## src/rtl/pcie_tx_arb_pkg.sv

```systemverilog
// Shared types and constants for the two-source PCIe TX arbiter.
// Latency: n/a (types only).
// Backpressure: n/a.
package pcie_tx_arb_pkg;

    typedef enum logic [1:0] {
        IDLE = 2'd0,
        GNT0 = 2'd1,
        GNT1 = 2'd2
    } arb_state_t;

    localparam int TUSER_WIDTH = 4;
    localparam int PRIO_RR     = 0;
    localparam int PRIO_FIXED  = 1;

endpackage

```

## src/rtl/pcie_tx_arb_pick.sv

```systemverilog
// Next-grant picker: one-hot grant from two requests, round-robin or fixed priority.
// Latency: combinational.
// Backpressure: none; the caller decides when the pick is used.
module pcie_tx_arb_pick (
    input  logic [1:0] req,
    input  logic       last_grant,
    input  logic       prio_mode,
    output logic [1:0] grant
);

    always_comb begin
        grant = 2'b00;
        if (prio_mode) begin
            if (req[0]) begin
                grant = 2'b01;
            end else if (req[1]) begin
                grant = 2'b10;
            end
        end else begin
            // On contention the port that did not win last time is served.
            case (req)
                2'b01:   grant = 2'b01;
                2'b10:   grant = 2'b10;
                2'b11:   grant = last_grant ? 2'b01 : 2'b10;
                default: grant = 2'b00;
            endcase
        end
    end

endmodule

```

## src/rtl/pcie_tx_arbiter.sv

```systemverilog
// Packet-atomic arbiter sharing the PCIe core AXIS TX port between two TLP sources; PCIE_TX_ARB_STATS_EN adds counters.
// Latency: ack one cycle after req is sampled; data path is a zero-latency mux on the held grant.
// Backpressure: m_tready passes straight to the granted source only; ungranted sources always see tready=0.
module pcie_tx_arbiter
    import pcie_tx_arb_pkg::*;
#(
    parameter int  C_DATA_WIDTH = 64,
    parameter int  PRIO_MODE    = PRIO_RR,
    parameter int  CNT_WIDTH    = 32,
    localparam int KEEP_WIDTH   = C_DATA_WIDTH / 8
) (
    input  logic                    pcie_clk,
    input  logic                    pcie_rst_n,

    input  logic                    s0_req,
    output logic                    s0_ack,
    input  logic                    s0_tvalid,
    input  logic                    s0_tlast,
    input  logic [KEEP_WIDTH-1:0]   s0_tkeep,
    input  logic [C_DATA_WIDTH-1:0] s0_tdata,
    input  logic [TUSER_WIDTH-1:0]  s0_tuser,
    output logic                    s0_tready,

    input  logic                    s1_req,
    output logic                    s1_ack,
    input  logic                    s1_tvalid,
    input  logic                    s1_tlast,
    input  logic [KEEP_WIDTH-1:0]   s1_tkeep,
    input  logic [C_DATA_WIDTH-1:0] s1_tdata,
    input  logic [TUSER_WIDTH-1:0]  s1_tuser,
    output logic                    s1_tready,

    output logic                    m_tvalid,
    output logic                    m_tlast,
    output logic [KEEP_WIDTH-1:0]   m_tkeep,
    output logic [C_DATA_WIDTH-1:0] m_tdata,
    output logic [TUSER_WIDTH-1:0]  m_tuser,
    input  logic                    m_tready
`ifdef PCIE_TX_ARB_STATS_EN
    ,
    output logic [CNT_WIDTH-1:0]    stat_pkt0,
    output logic [CNT_WIDTH-1:0]    stat_pkt1,
    output logic [CNT_WIDTH-1:0]    stat_conflict
`endif
);

    if (C_DATA_WIDTH % 8 != 0 || C_DATA_WIDTH < 8 || CNT_WIDTH < 1) begin : g_param_check
        $error("pcie_tx_arbiter: C_DATA_WIDTH must be a multiple of 8 and CNT_WIDTH >= 1");
    end

    arb_state_t state;
    logic       last_grant;
    logic [1:0] req;
    logic [1:0] grant;
    logic       pkt_done;
    logic       decide;

    assign req      = {s1_req, s0_req};
    assign pkt_done = m_tvalid & m_tready & m_tlast;
    // A new grant is chosen only from IDLE or on the edge that retires a TLP.
    assign decide   = (state == IDLE) | pkt_done;

    pcie_tx_arb_pick u_pick (
        .req        (req),
        .last_grant (last_grant),
        .prio_mode  (PRIO_MODE == PRIO_FIXED),
        .grant      (grant)
    );

    always_ff @(posedge pcie_clk or negedge pcie_rst_n) begin
        if (!pcie_rst_n) begin
            state      <= IDLE;
            last_grant <= 1'b1;
            s0_ack     <= 1'b0;
            s1_ack     <= 1'b0;
        end else if (decide) begin
            if (grant[0]) begin
                state      <= GNT0;
                last_grant <= 1'b0;
                s0_ack     <= 1'b1;
                s1_ack     <= 1'b0;
            end else if (grant[1]) begin
                state      <= GNT1;
                last_grant <= 1'b1;
                s0_ack     <= 1'b0;
                s1_ack     <= 1'b1;
            end else begin
                state      <= IDLE;
                s0_ack     <= 1'b0;
                s1_ack     <= 1'b0;
            end
        end
    end

    // Acks are mutually exclusive, so gating each source and OR-ing is a clean mux.
    assign m_tvalid  = (s0_tvalid & s0_ack) | (s1_tvalid & s1_ack);
    assign m_tlast   = (s0_tlast  & s0_ack) | (s1_tlast  & s1_ack);
    assign m_tkeep   = (s0_tkeep & {KEEP_WIDTH{s0_ack}})   | (s1_tkeep & {KEEP_WIDTH{s1_ack}});
    assign m_tdata   = (s0_tdata & {C_DATA_WIDTH{s0_ack}}) | (s1_tdata & {C_DATA_WIDTH{s1_ack}});
    assign m_tuser   = (s0_tuser & {TUSER_WIDTH{s0_ack}})  | (s1_tuser & {TUSER_WIDTH{s1_ack}});
    assign s0_tready = m_tready & s0_ack;
    assign s1_tready = m_tready & s1_ack;

`ifdef PCIE_TX_ARB_STATS_EN
    always_ff @(posedge pcie_clk or negedge pcie_rst_n) begin
        if (!pcie_rst_n) begin
            stat_pkt0     <= '0;
            stat_pkt1     <= '0;
            stat_conflict <= '0;
        end else begin
            if (pkt_done & s0_ack) begin
                stat_pkt0 <= stat_pkt0 + CNT_WIDTH'(1);
            end
            if (pkt_done & s1_ack) begin
                stat_pkt1 <= stat_pkt1 + CNT_WIDTH'(1);
            end
            if (decide & s0_req & s1_req) begin
                stat_conflict <= stat_conflict + CNT_WIDTH'(1);
            end
        end
    end
`endif

endmodule
```

## config.mk

```make
export PLATFORM = sky130hd
export DESIGN_NAME = pcie_tx_arbiter
export DESIGN_NICKNAME = d
export VERILOG_FILES = /design/src/rtl/pcie_tx_arb_pkg.sv /design/src/rtl/pcie_tx_arb_pick.sv /design/src/rtl/pcie_tx_arbiter.sv
export SDC_FILE = /design/constraint.sdc
export NUM_CORES = 1
export LEC_CHECK = 0
export CORE_AREA = 2 2 93 95
export CTS_CLUSTER_SIZE = 12
export DETAILED_ROUTE_END_ITERATION = 10
export DIE_AREA = 0 0 95 97
export PLACE_DENSITY_LB_ADDON = 0.25
export SLEW_MARGIN = 10
export SYNTH_ARGS = -nofsm -noshare
export SYNTH_HDL_FRONTEND = slang
export SYNTH_HIERARCHICAL = 1
export SYNTH_SLANG_ARGS = --single-unit
```

## constraint.sdc

```tcl
create_clock -name pcie_clk -period 2.2 [get_ports pcie_clk]
set_input_delay 0.33 -clock pcie_clk [delete_from_list [all_inputs] [get_ports pcie_clk]]
set_output_delay 0.33 -clock pcie_clk [all_outputs]
set_load 0.1 [all_outputs]
```

**Word-level counts from Yosys, hierarchy flattened**

Cells that the tools add are included.

- Flip-flop bits (word level): 5
- Latch bits: 0
- RAM bits: 0
- Memory bits (read-only): 0
- Bits of input ports: 161
- Memories kept: 0

- Add/sub/neg operators: 0
- Multiply operators: 0
- Div/mod/pow operators: 0
- Order comparisons: 0
- Equal/unequal tests: 3
- Shifts and indexed selects: 0
- Multiplexer cells: 9
- Bitwise operators: 20
- Reduce and logical (&&, ||, !) cells: 3

Operator list:

| cell | number |
|---|---|
| 64-bit bitwise AND | 2 |
| 64-bit bitwise OR | 1 |
| 8-bit bitwise AND | 2 |
| 1-bit bitwise AND | 8 |
| 4-bit bitwise AND | 2 |
| 8-bit bitwise OR | 1 |
| 2-bit two-way mux | 3 |
| 2-bit case mux with 3 select lines | 1 |
| 1-bit two-way mux | 5 |
| 2-bit == test, second input constant | 2 |
| 4-bit bitwise OR | 1 |
| 1-bit bitwise OR | 3 |
| 2-bit by 1-bit == test with 1-bit output, second input constant | 1 |
| 2-bit zero test | 1 |
| 2-bit AND reduction | 1 |
| 2-bit nonzero test | 1 |

**Longest topological paths before layout**

Gate-level depths: netlist (run 1).

- Depth after elaboration: 6
- Mapped depth: 5
- Mapped depth without buffers: 5

**Cells and area by module**

Netlist (run 1), hierarchy kept.

Modules (own cells, without submodules):

| module | times used | cells an instance | area an instance (um2) | sequential area each (um2) |
|---|---|---|---|---|
| pcie_tx_arbiter | 1 | 118 | 991.0 | 76.3 |
| pcie_tx_arb_pick | 1 | 4 | 22.5 | 0.0 |

**Least setup slack after synthesis (run 1)**

No wires, ideal clock.

- Path type: register to output
- Start point: reg, netlist name state[0]
- End point: out m_tdata[44]
- Arrival time: 2302 ps
- Data required time: 1870 ps
- Path slack: -432 ps
- Cell stages (with the launch flop): 5
- Buffers on the path: 3
- Path through: dfrtp_1 buf_6 buf_2 buf_2 a22o_1

RTL lines:

| element | RTL line | source |
|---|---|---|
| to (decl) | pcie_tx_arbiter.sv:36 | `output logic [C_DATA_WIDTH-1:0] m_tdata,` |

==> results.md, run 1 <==
- The number of global-route vias before repair is 2,157.
- TritonCTS built the clock tree.
- Wires add up to 7422 um.
- The final setup violation count is 0.
- For the final routed database, the setup TNS stands at 0 ns.
- The path class of the tightest hold or removal check is input port to asynchronous set/reset pin.
- The count of buffers added by post-CTS timing repair for setup is 0.
- The run finished with clean final reports.
- During I/O placement, the number of pins put on the boundary was 243.
- The longest clock path from root to sink contains 2 buffers.
- The number of gates resized after CTS was 0.
- For this run, the register share of the synthesized area comes to 0.07531.
- The predominant post-synthesis flop cell is dfrtp_1.
- The CTS root buffer is clkbuf_8.
- The count of nets left with antenna violations once routing finished came out at 0.
- The cell count after synthesis is 122.
- STA classifies the critical path startpoint as a flip-flop.
- Clock-pin slew was measured on the worst setup and hold paths at 0.03 ns.
- The required time at the endpoint of the critical path is 1.87 ns.
- The net count of the finished layout is 517.
- After global routing the overflow that remains totals 0.
- The placeable core region is 0.008134 mm2.
- The most numerous cell on the critical path is buf_12.
- The full die area is 0.009215 mm2.
- The area of placed instances is 0.004474 mm2.
- The first global-routing pass estimated 11,010 um of wire.
- The antenna diode count is 0.
- In the final layout, the share of cells above drive strength 1 is 0.4761.
- At the end of routability-driven placement, the weighted congestion stood at 0.7412.
- The iteration count of the initial detailed-routing pass is 4.
- The count of clock tree sinks is 3.
- The floorplan step set the die width to 95 um.
- The final-report max-slew violation count is 0.
- After synthesis, the share of flip-flops with an asynchronous set or reset is 1.000.
- The slowest cell on the critical path is dfrtp_2.
- After detailed routing, the average wire length per cell comes to 16.13 um.
- Synthesis inferred 3 register bits.
- Sorting the synthesized cells by how often they occur yields 78 x a22o_1, 10 x clkbuf_1, 6 x buf_2, 3 x and2_1, 3 x nor2_1.
- Setup repair after global routing left no endpoint under its margin.
- In this run, synthesis inferred 0 flip-flops with an integrated enable.
- Dividing the detail-routed via count by the number of cells gives 4.504.
- The category of the critical setup timing path is flip-flop to output port.
- The number of standard-cell rows in the floorplan is 33.
- The summed area of non-filler cells in the final layout is 0.004519 mm2.
- In this run the number of H-tree levels came out at 1.
- The tool flagged a number of max-cap violations equal to 0.
- In this run the vertical extent of the chip is 97 um.
- The timing-limited maximum frequency is 550.8 MHz.
- The largest area contributor in the synthesized netlist is a22o_1.
- Traced cell by cell, the critical path runs through buf_12 > a22o_2 > buf_12.
- The share of Yosys cell area claimed by the top area cell type is 0.6741.
- The number of hold buffers added after CTS was 0.
- The number of distinct library cells after synthesis is 24.
- The area overhead of the layout relative to synthesis is 345.9%.
- Yosys printed 6 warnings.
- For this block, the via count after detailed routing is 2,072.
- TritonCTS created 3 clock buffers.
- Clock skew on the completed layout was measured at 0.002850 ns.
- The detailed router finished its first iteration with 13 violations.
- By area the synthesized netlist is led by a22o_1 67%, dfrtp_1 4.9%, clkbuf_1 3.7%, buf_2 3.0%, dfstp_2 2.6%.
- The mean instance size in the synthesized netlist is 8.307 um2.
- The number of antenna violations at the first check in global routing was 0.
- The number of DRC violations after detailed routing is 0.
- The total standard cell area after synthesis is 0.001013 mm2.
- The delay of the slowest cell on the worst path is 0.62 ns.
- The filler cell count in the final layout is 671.
- The global-route total usage across every layer is 0.1478.
- Along the worst path, the maximum fanout reaches 35.
- The final period utilization is 0.8252.
- In the post-synthesis netlist, the cell with the most instances is a22o_1.
- The pin count of the biggest net entering global routing is 37.
- For this configuration, the core starts out at a cell density of 0.1246.
- The clock insertion delay at the later pin of the skew report is 0.21 ns.
- The number of hold violations in the final report is 0.
- The HPWL after detailed placement is 6252 um.
- The clock period minus worst slack is 1.815 ns.
- The worst setup path is captured at an output port.
- In this run the tool buffered the top-level ports with 242 buffer cells.
- The data arrival at the endpoint of the critical path is 1.49 ns.
-- cell families (layout without fill, tap and decap cells) --
| family | Yosys count | count (layout) | share of synthesized area |
|---|---|---|---|
| compound gates | 88 | 88 | 0.7580 |
| buf+inv | 19 | 251 | 0.09259 |
| flops | 3 | 3 | 0.07532 |
| other cells | 1 | 2 | 0.003700 |
| simple gates | 11 | 11 | 0.07037 |
-- flip-flops by register name, summed over array words and instances (netlist names) --
name and flops:
last_grant 1, s1_ack 1, state 1
-- through the flow --
stage	utilization	hold WS, ns	setup slack (ns)	std cells
2_1_floorplan	-	0.03441	0.04879	123
3_3_place_gp	0.5501	0.5235	0.5114	456
3_5_place_dp	0.5501	0.5193	0.4677	456
4_1_cts	0.5556	0.2992	0.3734	460
5_1_grt	0.5556	0.3072	0.3041	460
6_report	0.5556	0.2996	0.3846	460
-- cell type report --
cell class / count / area, um2 / area share
timing repair buffer: 246 / 3323 / 0.7353
tap: 105 / 131.4 / 0.02907
multi-input combinational: 101 / 937.1 / 0.2074
inverter: 1 / 3.754 / 0.0008306
sequential: 3 / 78.83 / 0.01744
clock buffer: 4 / 45.04 / 0.009967
-- path summary, 6_finish.rpt --
check / startpoint / to / slack [ns] / cells past startpoint
worst max-delay path: state[0] / m_tdata[29] / 0.38 / 3
worst min-delay path: pcie_rst_n / state[0] / 0.30 / 1
worst max register to register: last_grant / last_grant / 0.66 / 5
worst min register to register: last_grant / last_grant / 0.72 / 2
max in group asynchronous: pcie_rst_n / last_grant / 1.69 / 1
min in group pcie_clk: last_grant / last_grant / 0.72 / 2
-- critical path: cells and delay by family (launching register included) --
kind                   cells  cell delay (ns)
AO/OA/AOI/OAI              1             0.21
flip-flops                 1             0.62
buffers and inverters      2             0.43
-- per-layer routing --
layer,GRT usage,share of wire,vias up
met1,0.1446,0.32,963
met5,0,0,-
met4,0.01226,0.0034,0
met2,0.2962,0.55,119
met3,0.05530,0.12,2
li1,-,-,988
-- cells in the final DEF (no fill, tap or decap), drive strengths merged --
cell type,netlist,layout
a211oi,1,1
a21boi,1,1
a21oi,1,1
a22o,79,79
a31oi,1,1
and2,3,3
and4,1,1
buf,8,86
clkbuf,10,4
clkdlybuf4s50,0,160
conb,1,2
dfrtp,2,2
dfstp,1,1
inv,1,1
nand3,1,1
nor2,3,3
nor3,1,1
o21ai,2,2
o311ai,1,1
o31ai,2,2
or2,1,1
or3b,1,1
Power of run 1 is not shown: default switching activity piles up to over one toggle a cycle in this logic, so the estimate is an artifact.
==> inputs of run 2 (changes only) <==
Clock period 2.2 ns to 1.85 ns, I/O delays scaled along.
==> run 2 against run 1 <==
  * Via count is 0.77% higher
  * Non-clock buffer count is 2 higher
  * Critical path depth stayed put
  * Critical path type unchanged
  * Die area stayed put
  * Clock skew hardly changed
==> results.md, run 2 (synthesized netlist as in run 1, its figures left out) <==
- The run finished with clean final reports.
- Among all stages on the critical path, the largest delay is contributed by dfrtp_4.
- 0 antenna diodes ended up in the layout.
- The largest registers in the layout are last_grant: 1 flops, s1_ack: 1 flops, state: 1 flops.
- The average vias per placed instance is 4.519.
- Once detail routing completed, the nets flagged for antenna violations numbered 0.
- The worst setup path is of the flip-flop to output port kind.
- The final-report max-slew violation count is 0.
- The number of antenna violations at the first check in global routing is 0.
- The total overflow left after global routing is 0.
- The clock net in this run drives a total of 3 sinks.
- The timing-limited maximum frequency is 559.2 MHz.
- During I/O placement, the number of pins put on the boundary was 243.
- For the final database, setup skew stands at 0.002718 ns.
- In this run the standard cell core region covers 0.008134 mm2.
- The routability congestion estimate from global placement is 0.7376.
- The initialized floorplan defines 33 standard-cell rows.
- The number of global-route vias before repair came to 2,252.
- Compared with the post-synthesis result, the final layout area differs by 356.4%.
- The final period utilization is 0.9666.
- The final layout contains 519 nets.
- The count of buffers added by post-CTS timing repair for setup is 0.
- The number of maximum-capacitance constraint violations is 0.
- Summed over all failing endpoints, the final setup total negative slack is 0 ns.
- The CTS root buffer is clkbuf_8.
- The starting density of the core is 0.1246.
- The largest single stage delay on the critical path is 0.60 ns.
- Leaving out fill and tap cells, the most frequent cell in the layout is clkdlybuf4s50_1.
- The detailed router finished its first iteration with 23 violations.
- The number of hold buffers added after CTS is 0.
- The worst setup path is launched from a flip-flop.
- The clock period minus worst slack is 1.788 ns.
- Setup violations remaining at the end of the flow were counted as 0.
- The global-route wire length before repair is 11,270 um.
- Before antenna repair, the detailed router went through 4 iterations.
- Dividing the detail-routed wire length by the instance count gives 16.19 um.
- The fraction of final layout cells with drive strength greater than 1 is 0.4986.
- The routed design has 7479 um of wire.
- Setup repair after global routing left no endpoint under its margin.
- Clock tree synthesis inserted a total of 3 buffers.
- The top cell types in the final layout, fill and taps aside, are 160 x clkdlybuf4s50_1, 86 x buf_12, 67 x a22o_2.
- For the worst setup path, the data arrival time is 1.51 ns.
- The cell that appears most often on the critical path is buf_12.
- Entering global routing, the biggest net connects 48 pins.
- After detailed routing, the number of remaining DRC violations is 0.
- The signal on the critical path passes through buf_12 > a22o_2 > buf_12.
- The vertical extent of the die is 97 um.
- Clock latency on the worst-skew pair, taken at its later pin, is 0.22 ns.
- In the global route stage, overall resource usage came out at 0.1554.
- At the worst endpoint, the required time is 1.57 ns.
- For this block, the via count after detailed routing is 2,088.
- The die width is 95 um.
- The full die area is 0.009215 mm2.
- The number of hold violations in the final report is 0.
- The number of gates resized after CTS was 0.
- The clock transition at the register clock pins on the worst setup and hold paths after CTS is 0.03 ns.
- The biggest fanout along the worst timing path is 32.
- The largest buffer count on any clock path is 2.
- STA classifies the critical path endpoint as an output port.
- Summed over all nets, the half-perimeter wirelength after detailed placement is 6549 um.
- TritonCTS built the clock tree.
- The H-tree depth reported by CTS is 1.
- The worst hold path belongs to the class input port to asynchronous set/reset pin.
- The count of buffers inserted at the top-level ports is 242.
==> run 2: path summary, 6_finish.rpt <==
path	slack, ns	start	depth (start not counted)	end
worst max-delay path	0.06	state[0]	3	m_tdata[62]
worst min-delay path	0.24	pcie_rst_n	1	s1_ack
worst max register to register	0.38	state[0]	4	last_grant
worst min register to register	0.68	last_grant	2	last_grant
max in group asynchronous	1.39	pcie_rst_n	1	last_grant
min in group pcie_clk	0.68	last_grant	2	last_grant
==> run 2: through the flow <==
stage,utilization,cell area [um2],hold WS [ns],setup slack [ns],cells
6_report,0.5687,4626,0.2416,0.06181,462
5_1_grt,0.5687,4626,0.2564,0.008324,462
4_1_cts,0.5687,4626,0.2470,0.05559,462
3_5_place_dp,0.5631,4581,0.4788,0.2244,458
3_3_place_gp,0.5631,4581,0.4744,0.2897,458
2_1_floorplan,-,1201,-0.01807,-0.05945,123
==> run 2: layout make-up <==
cell class	count	area [um2]
Tap cell	105	131.4
Clock buffer	4	45.04
Fill cell	666	3508
Multi-Input combinational cell	101	1023
Timing Repair Buffer	248	3338
Inverter	1	3.754
Sequential cell	3	83.83
==> run 2: layer usage <==
metal | global-route usage | part of all wire | up-vias
li1 | - | - | 993
met5 | 0 | 0 | -
met4 | 0.04236 | 0.014 | 0
met2 | 0.3181 | 0.58 | 126
met3 | 0.04984 | 0.11 | 7
met1 | 0.1389 | 0.30 | 962
==> run 2: worst max-delay path, delay by kind of cell (launching register included) <==
family	cells	cell delay [ns]
AO/OA/AOI/OAI	1	0.29
buffers and inverters	2	0.39
flip-flops	1	0.60
Power of run 2 is left out for the same reason.
